--- src/rtl/mem_bus_arbiter.sv ---
// mem_bus_arbiter: shares one memory bus between the instruction-fetch port
// and the MEM-stage load/store port. The grant FSM is round-robin on
// contention. Acks are one-cycle pulses, and read data is held in registers.
// Optional feature: define MEM_ARB_TIMEOUT_EN to abort bus waits after
// TIMEOUT_CYCLES cycles without m_ready. An abort sets the sticky err flag.
module mem_bus_arbiter #(
  parameter int TIMEOUT_CYCLES = 255
) (
  input  logic        clk,
  input  logic        rst,
  input  logic        i_ce,
  input  logic [31:0] i_addr,
  output logic [31:0] i_rdata,
  output logic        i_ack,
  input  logic        d_ce,
  input  logic        d_we,
  input  logic [31:0] d_addr,
  input  logic [3:0]  d_sel,
  input  logic [31:0] d_wdata,
  output logic [31:0] d_rdata,
  output logic        d_ack,
  output logic        m_ce,
  output logic        m_we,
  output logic [31:0] m_addr,
  output logic [3:0]  m_sel,
  output logic [31:0] m_wdata,
  input  logic [31:0] m_rdata,
  input  logic        m_ready,
  output logic        stallreq_if,
  output logic        stallreq_mem,
  output logic        err
);

  typedef enum logic [1:0] {
    IDLE   = 2'd0,
    DGRANT = 2'd1,
    IGRANT = 2'd2
  } state_t;

  localparam logic GRANT_I = 1'b0;
  localparam logic GRANT_D = 1'b1;

  state_t      state_reg;
  logic        last_grant_reg;
  logic        i_ack_reg;
  logic        d_ack_reg;
  logic [31:0] i_rdata_reg;
  logic [31:0] d_rdata_reg;

`ifdef MEM_ARB_TIMEOUT_EN
  localparam int CNT_W = ($clog2(TIMEOUT_CYCLES + 1) > 8) ? $clog2(TIMEOUT_CYCLES + 1) : 8;
  // The last wait cycle before abort is the one where the count would reach TIMEOUT_CYCLES.
  localparam logic [CNT_W-1:0] WAIT_LAST = CNT_W'(TIMEOUT_CYCLES - 1);
  logic [CNT_W-1:0] wait_cnt_reg;
  logic             err_reg;
`endif

  // Grant FSM: arbitrate in IDLE, then hold the grant until m_ready (or a timeout).
  always_ff @(posedge clk) begin
    if (rst) begin
      state_reg      <= IDLE;
      last_grant_reg <= GRANT_I;
      i_ack_reg      <= 1'b0;
      d_ack_reg      <= 1'b0;
      i_rdata_reg    <= 32'd0;
      d_rdata_reg    <= 32'd0;
`ifdef MEM_ARB_TIMEOUT_EN
      wait_cnt_reg   <= '0;
      err_reg        <= 1'b0;
`endif
    end else begin
      i_ack_reg <= 1'b0;
      d_ack_reg <= 1'b0;
      case (state_reg)
        IDLE: begin
`ifdef MEM_ARB_TIMEOUT_EN
          wait_cnt_reg <= '0;
`endif
          // On contention the port that did not win last time gets the bus.
          if (d_ce && (!i_ce || last_grant_reg == GRANT_I)) begin
            state_reg <= DGRANT;
          end else if (i_ce) begin
            state_reg <= IGRANT;
          end
        end
        DGRANT, IGRANT: begin
          if (m_ready) begin
            if (state_reg == DGRANT) begin
              d_ack_reg      <= 1'b1;
              last_grant_reg <= GRANT_D;
              // Stores complete with an ack but leave the load-data register alone.
              if (!d_we) begin
                d_rdata_reg <= m_rdata;
              end
            end else begin
              i_ack_reg      <= 1'b1;
              last_grant_reg <= GRANT_I;
              i_rdata_reg    <= m_rdata;
            end
            state_reg <= IDLE;
          end
`ifdef MEM_ARB_TIMEOUT_EN
          else if (wait_cnt_reg == WAIT_LAST) begin
            // Abort: complete the access with zero data so the pipeline can proceed.
            if (state_reg == DGRANT) begin
              d_ack_reg      <= 1'b1;
              d_rdata_reg    <= 32'd0;
              last_grant_reg <= GRANT_D;
            end else begin
              i_ack_reg      <= 1'b1;
              i_rdata_reg    <= 32'd0;
              last_grant_reg <= GRANT_I;
            end
            err_reg   <= 1'b1;
            state_reg <= IDLE;
          end else begin
            wait_cnt_reg <= wait_cnt_reg + 1'b1;
          end
`endif
        end
        default: state_reg <= IDLE;
      endcase
    end
  end

  // Bus mux: the granted port drives the shared bus, and IDLE drives all zeros.
  always_comb begin
    m_ce    = 1'b0;
    m_we    = 1'b0;
    m_addr  = 32'd0;
    m_sel   = 4'd0;
    m_wdata = 32'd0;
    case (state_reg)
      DGRANT: begin
        m_ce    = 1'b1;
        m_we    = d_we;
        m_addr  = d_addr;
        m_sel   = d_sel;
        m_wdata = d_wdata;
      end
      IGRANT: begin
        m_ce   = 1'b1;
        m_sel  = 4'b1111;
        m_addr = i_addr;
      end
      default: ;
    endcase
  end

  assign i_ack        = i_ack_reg;
  assign d_ack        = d_ack_reg;
  assign i_rdata      = i_rdata_reg;
  assign d_rdata      = d_rdata_reg;
  assign stallreq_mem = d_ce & ~d_ack_reg;
  assign stallreq_if  = i_ce & ~i_ack_reg;

`ifdef MEM_ARB_TIMEOUT_EN
  assign err = err_reg;
`else
  // Without the timeout, the wait limit has no meaning and err is never set.
  logic [31:0] timeout_unused;
  assign timeout_unused = 32'(TIMEOUT_CYCLES);
  assign err = 1'b0;
`endif

endmodule

--- config.mk ---
export PLATFORM = sky130hd
export DESIGN_NAME = mem_bus_arbiter
export DESIGN_NICKNAME = d
export VERILOG_FILES = /design/src/rtl/mem_bus_arbiter.sv
export SDC_FILE = /design/constraint.sdc
export NUM_CORES = 1
export LEC_CHECK = 0
export CAP_MARGIN = 10
export CORE_AREA = 2 2 108 110
export CTS_CLUSTER_DIAMETER = 100
export DETAILED_ROUTE_END_ITERATION = 10
export DIE_AREA = 0 0 110 112
export HOLD_SLACK_MARGIN = 0.1
export PLACE_DENSITY_LB_ADDON = 0.08
export SYNTH_ARGS = -nofsm -noshare
export SYNTH_HDL_FRONTEND = slang
export SYNTH_SLANG_ARGS = --single-unit
--- constraint.sdc ---
create_clock -name clk -period 1.7 [get_ports clk]
set_input_delay 0.34 -clock clk [delete_from_list [all_inputs] [get_ports clk]]
set_output_delay 0.34 -clock clk [all_outputs]
set_load 0.03 [all_outputs]
# Word level (Yosys, flattened, before mapping)
# Cells that the tools add are included.
dict set report totals {
  register_bits 69
  wordCells 40
}
dict set report op_classes {
  n_eq_ne 4
  mux 11
  bitwise_logic 9
  reduce_logical 10
}
# operator count
set op_table {}
lappend op_table {{32-bit one-hot mux with 2 select lines} 1}
lappend op_table {{32-bit two-way mux} 1}
lappend op_table {{4-bit one-hot mux with 2 select lines} 1}
lappend op_table {{1-bit NOT} 7}
lappend op_table {{2-bit two-way mux} 3}
lappend op_table {{1-bit two-way mux} 4}
lappend op_table {{2-bit one-hot mux with 2 select lines} 1}
lappend op_table {{2-bit AND reduction} 2}
lappend op_table {{4-bit AND reduction} 1}
lappend op_table {{3-bit inequality test (second input constant)} 1}
lappend op_table {{3-bit AND reduction} 1}
lappend op_table {{3-bit OR reduction} 1}
lappend op_table {{1-bit bitwise AND} 2}
lappend op_table {{2-bit by 1-bit == test with 1-bit output (second input constant)} 1}
lappend op_table {{2-bit == test (second input constant)} 1}
lappend op_table {{2-bit zero test} 1}
lappend op_table {{2-bit by 1-bit inequality test with 1-bit output (second input constant)} 1}
lappend op_table {{2-bit OR reduction} 1}
lappend op_table {{1-bit logical AND} 1}
lappend op_table {{1-bit zero test} 1}
lappend op_table {{1-bit logical OR} 1}

# Longest topological paths before layout
# Gate-level depths: netlist (run 1).
dict set report depth {
  depth_word 5
  depth_mapped 7
  ltp_nobuf 5
}

# Worst setup path after synthesis (run 1)
# OpenSTA, ideal clock, no wires.
dict set report synth_path {
  path_kind {register to output}
  start {register state_reg[0]}
  end {output m_addr[0]}
  arrival_time_ns 1.809
  setup_slack_ns -0.449
  stages_incl_launch_ff 6
  path_buffers 2
  cell_sequence {dfxtp_1 inv_1 ha_1 buf_2 clkbuf_1 nor2b_1}
}
dict set report synth_via {
  elab_chain_cells 2
  word_cells_on_any_way 3
}
# element line
set synth_lines {}
lappend synth_lines {{from (decl)} 43} ;# state_t state_reg;
lappend synth_lines {{from (signal assigned)} 61} ;# state_reg <= IDLE;
lappend synth_lines {{from (signal assigned)} 81} ;# state_reg <= DGRANT;
lappend synth_lines {{from (signal assigned)} 83} ;# state_reg <= IGRANT;
lappend synth_lines {{2-bit == test / 2-bit by 1-bit == test with 1-bit output (equally long branches)} 133} ;# case (state_reg)
lappend synth_lines {{32-bit one-hot mux with 2 select lines *} 133}
lappend synth_lines {{to (decl)} 24} ;# output logic [31:0] m_addr,
# Every way passes the cells marked *; elsewhere a longest branch is shown, timed or not.

# Worst setup path after layout (run 1)
dict set report layout_path {
  start {register state_reg[1]}
  end {output m_addr[6]}
}
# The elaborated chain is that of the path after synthesis.

==> out/metrics.csv, run 1 <==
stage,metric,value,unit
run_status,status,"complete, but fails checks",
run_status,violations,negative setup slack,
sta,hold_viol,0,
final_layout,seq_area,1390,um2
power,powerDensity,731,nW/um2
worst_setup_path,crit_slowest_cell,dfxtp_4,
final_layout,fin_cells,858,
synth,ys_seq_area_share,42.0,%
synth,synth_seq_cells,69,
worst_setup_path,worstSetupEndpointType,output pin,
route,first_pass_iters,4,
synth,syn-num-nets,575,
route,via_per_inst,4.77,
floorplanning,std_cell_rows,39,
global_route,grt_pass1_vias,4219,
floorplanning,die_w,110,um
sta,finClkSkew,0.00402,ns
clock_network,clock_sinks,69,
synth,ys_types,26,
clock_network,hold_buffers,0,
route,wl_per_cell,17.5,um
final_layout,drive_above_1_share,32.7,%
clock_network,cts-root-buf,clkbuf_16,
worst_setup_path,worstPathMaxFanout,7,
power,leakage,3.42,nW
sta,finalCritPeriodShare,115,%
synth,synth_top_cell_by_area,dfxtp_1,
final_layout,areaGrowthSynthToFinish,133,%
place,placed_cells,831,
synth,netlist_instances,434,
sta,worst_slack,-0.248,ns
route,wl,15.0,mm
synth,synth.top_cell.area_share,42.0,%
clock_network,clkLatencyLatePin,0.33,ns
power,irDropWorstVdd,0.568,mV
place,gp_congestion,0.782,
floorplanning,die_area,12300,um2
final_layout,multi_input_area,2240,um2
clock_network,numCtsBuffers,9,
final_layout,num-fill-cells,883,
floorplanning,fp.coreArea,11200,um2
clock_network,cts.path.max_buffers,2,
clock_network,cts_tree,yes,
route,vias,4095,
global_route,grt_pass1_wl,22.2,mm
synth,yosysWarningCount,0,
sta,final_max_slew_viol_count,0,
route,drc,0,
worst_setup_path,path_cells,inv_4 -> ha_4 -> clkbuf_16 -> nor2b_4 -> buf_6,
run,drv_cap,0,
floorplanning,fp.dieH,112,um
final_layout,nets,851,
sta,fmax,0.513,GHz
min_path,min_path_type,reg2reg,
global_route,grt_usage,23.6,%
clock_network,clkSlewWorstSetupHoldPaths,0.06,ns
place,hpwl,10.7,mm
route,drtIter0Drc,208,
floorplanning,start_util,29.5,%
global_route,grt_start_max_net_pins,70,
final_layout,diodes,0,
global_route,grt_overflow,0,
worst_setup_path,arrival,1.61,ns
synth,syn_area,3290,um2
clock_network,htree_levels,3,
floorplanning,pin_count,277,
sta,finalSetupViolCount,102,
place,io_buffers,275,
worst_setup_path,worstPathRequired,1.36,ns
worst_setup_path,critPathKind,reg2out,
route,antenna_left,0,
worst_setup_path,worst_path_largest_cell_delay,0.38,ns
synth,avgSynthCellArea,7.59,um2
final_layout,final_cell_area,7680,um2
place,dpl-instance-area,6470,um2
sta,period_minus_slack,1.95,ns
synth,synthTopCellsByArea,"dfxtp_1, nand2_1, a21oi_1",
worst_setup_path,startpoint_type,flop,
global_route,antenna_found_initial,0,
sta,rsz0062_at_grt,true,
## critical path: cells and delay by family (launching register included)
| kind | cells | cell delay (ns) |
|---|---|---|
| adders and majority gates | 1 | 0.37 |
| DFF | 1 | 0.38 |
| and+or+nand+nor | 1 | 0.14 |
| buffers and inverters | 3 | 0.38 |
## layout by cell type (no fill, tap or decap), types with 2 or more instances in the layout
cell type / count
buf_8: 5
o21ai_0: 2
nand2_2: 3
buf_6: 59
a21oi_2: 20
buf_12: 25
dfxtp_1: 67
clkdlybuf4s50_1: 144
a22oi_2: 31
nand2_1: 129
and2_4: 18
dlygate4sd2_1: 25
buf_4: 7
ha_4: 3
clkbuf_16: 12
and2_1: 16
bufinv_16: 3
clkbuf_8: 2
nor3b_1: 2
a21oi_1: 51
dlymetal6s2s_1: 33
buf_16: 2
nor2b_4: 33
nor2b_2: 3
## per-stage QoR
stage | setup WS (ns) | power, W | hold slack [ns] | TNS [ns] | utilization (%)
floorplan | 0.00684 | 0.00239 | 0.450 | 0 | -
global placement | -0.00973 | 0.00309 | 0.441 | -0.0449 | 57.9
detailed placement | -0.0372 | 0.00310 | 0.447 | -0.267 | 57.9
CTS | -0.241 | 0.00555 | 0.454 | -13.01 | 66.0
global route | -0.290 | 0.00581 | 0.466 | -19.95 | 68.7
finish | -0.248 | 0.00561 | 0.449 | -14.34 | 68.7
## timing repair
action,4_1_cts,5_1_grt
pin swaps,9,3
endpoints found under the setup margin,99,135
buffers inserted,4,0
resized for setup,144,78
cloned,4,3
## cell usage after synthesis (all sizes together)
| cell type | n |
|---|---|
| nand2 | 132 |
| clkbuf | 13 |
| nand2b | 1 |
| o21ai | 2 |
| a21oi | 71 |
| and2b | 1 |
| nor2b | 37 |
| nor3b | 2 |
| nand4b | 1 |
| conb | 1 |
| buf | 26 |
| ha | 3 |
| nor2 | 1 |
| nand3 | 1 |
| nand4 | 1 |
| inv | 3 |
| a22oi | 32 |
| nor3 | 1 |
| and4b | 1 |
| and2 | 34 |
| dfxtp | 69 |
| o2111ai | 1 |
## metal layers
layer  vias to the layer above  GRT usage, %  wire (um)
met2                       181          43.9       8010
met3                        24          7.55       1180
li1                       1970             -          -
met4                         0          8.02        423
met1                      1920          24.1       5400
met5                         -             0          0
## cell families after synthesis
kind of cell,synth area share (%)
compound gates,19.6
fa+ha+maj,1.14
buf+inv,6.61
flops,42.0
other cells,0.114
simple gates,30.6
## worst paths after layout
path,from,endpoint,slack (ns),depth (start not counted)
max,state_reg[1],m_addr[6],-0.25,5
min,d_rdata[15],d_rdata[15],0.45,2
max reg2reg,state_reg[1],d_rdata[3],-0.12,8
min reg2reg,d_rdata[15],d_rdata[15],0.45,2
## report_power, final
part	internal, W	switching [W]
combinational	0.000962	0.000778
clock	0.00151	0.000693
sequential	0.00165	0.0000181
## layout make-up
| cell class | count | share of cell area, % |
|---|---|---|
| sequential | 69 | 18.0 |
| tap | 143 | 2.33 |
| timing repair buffer | 304 | 45.6 |
| clock buffer | 11 | 3.29 |
| multi-input combinational | 323 | 29.2 |
| clock inverter | 5 | 1.38 |
| inverter | 3 | 0.179 |
Note: power is estimated with default switching activity, not from simulation.
==> run 2, diff against run 1 <==
- ABC_CLOCK_PERIOD_IN_PS: default -> 1700
==> results of run 2 <==
The final DEF is identical to that of run 1; final timing and power are the same.
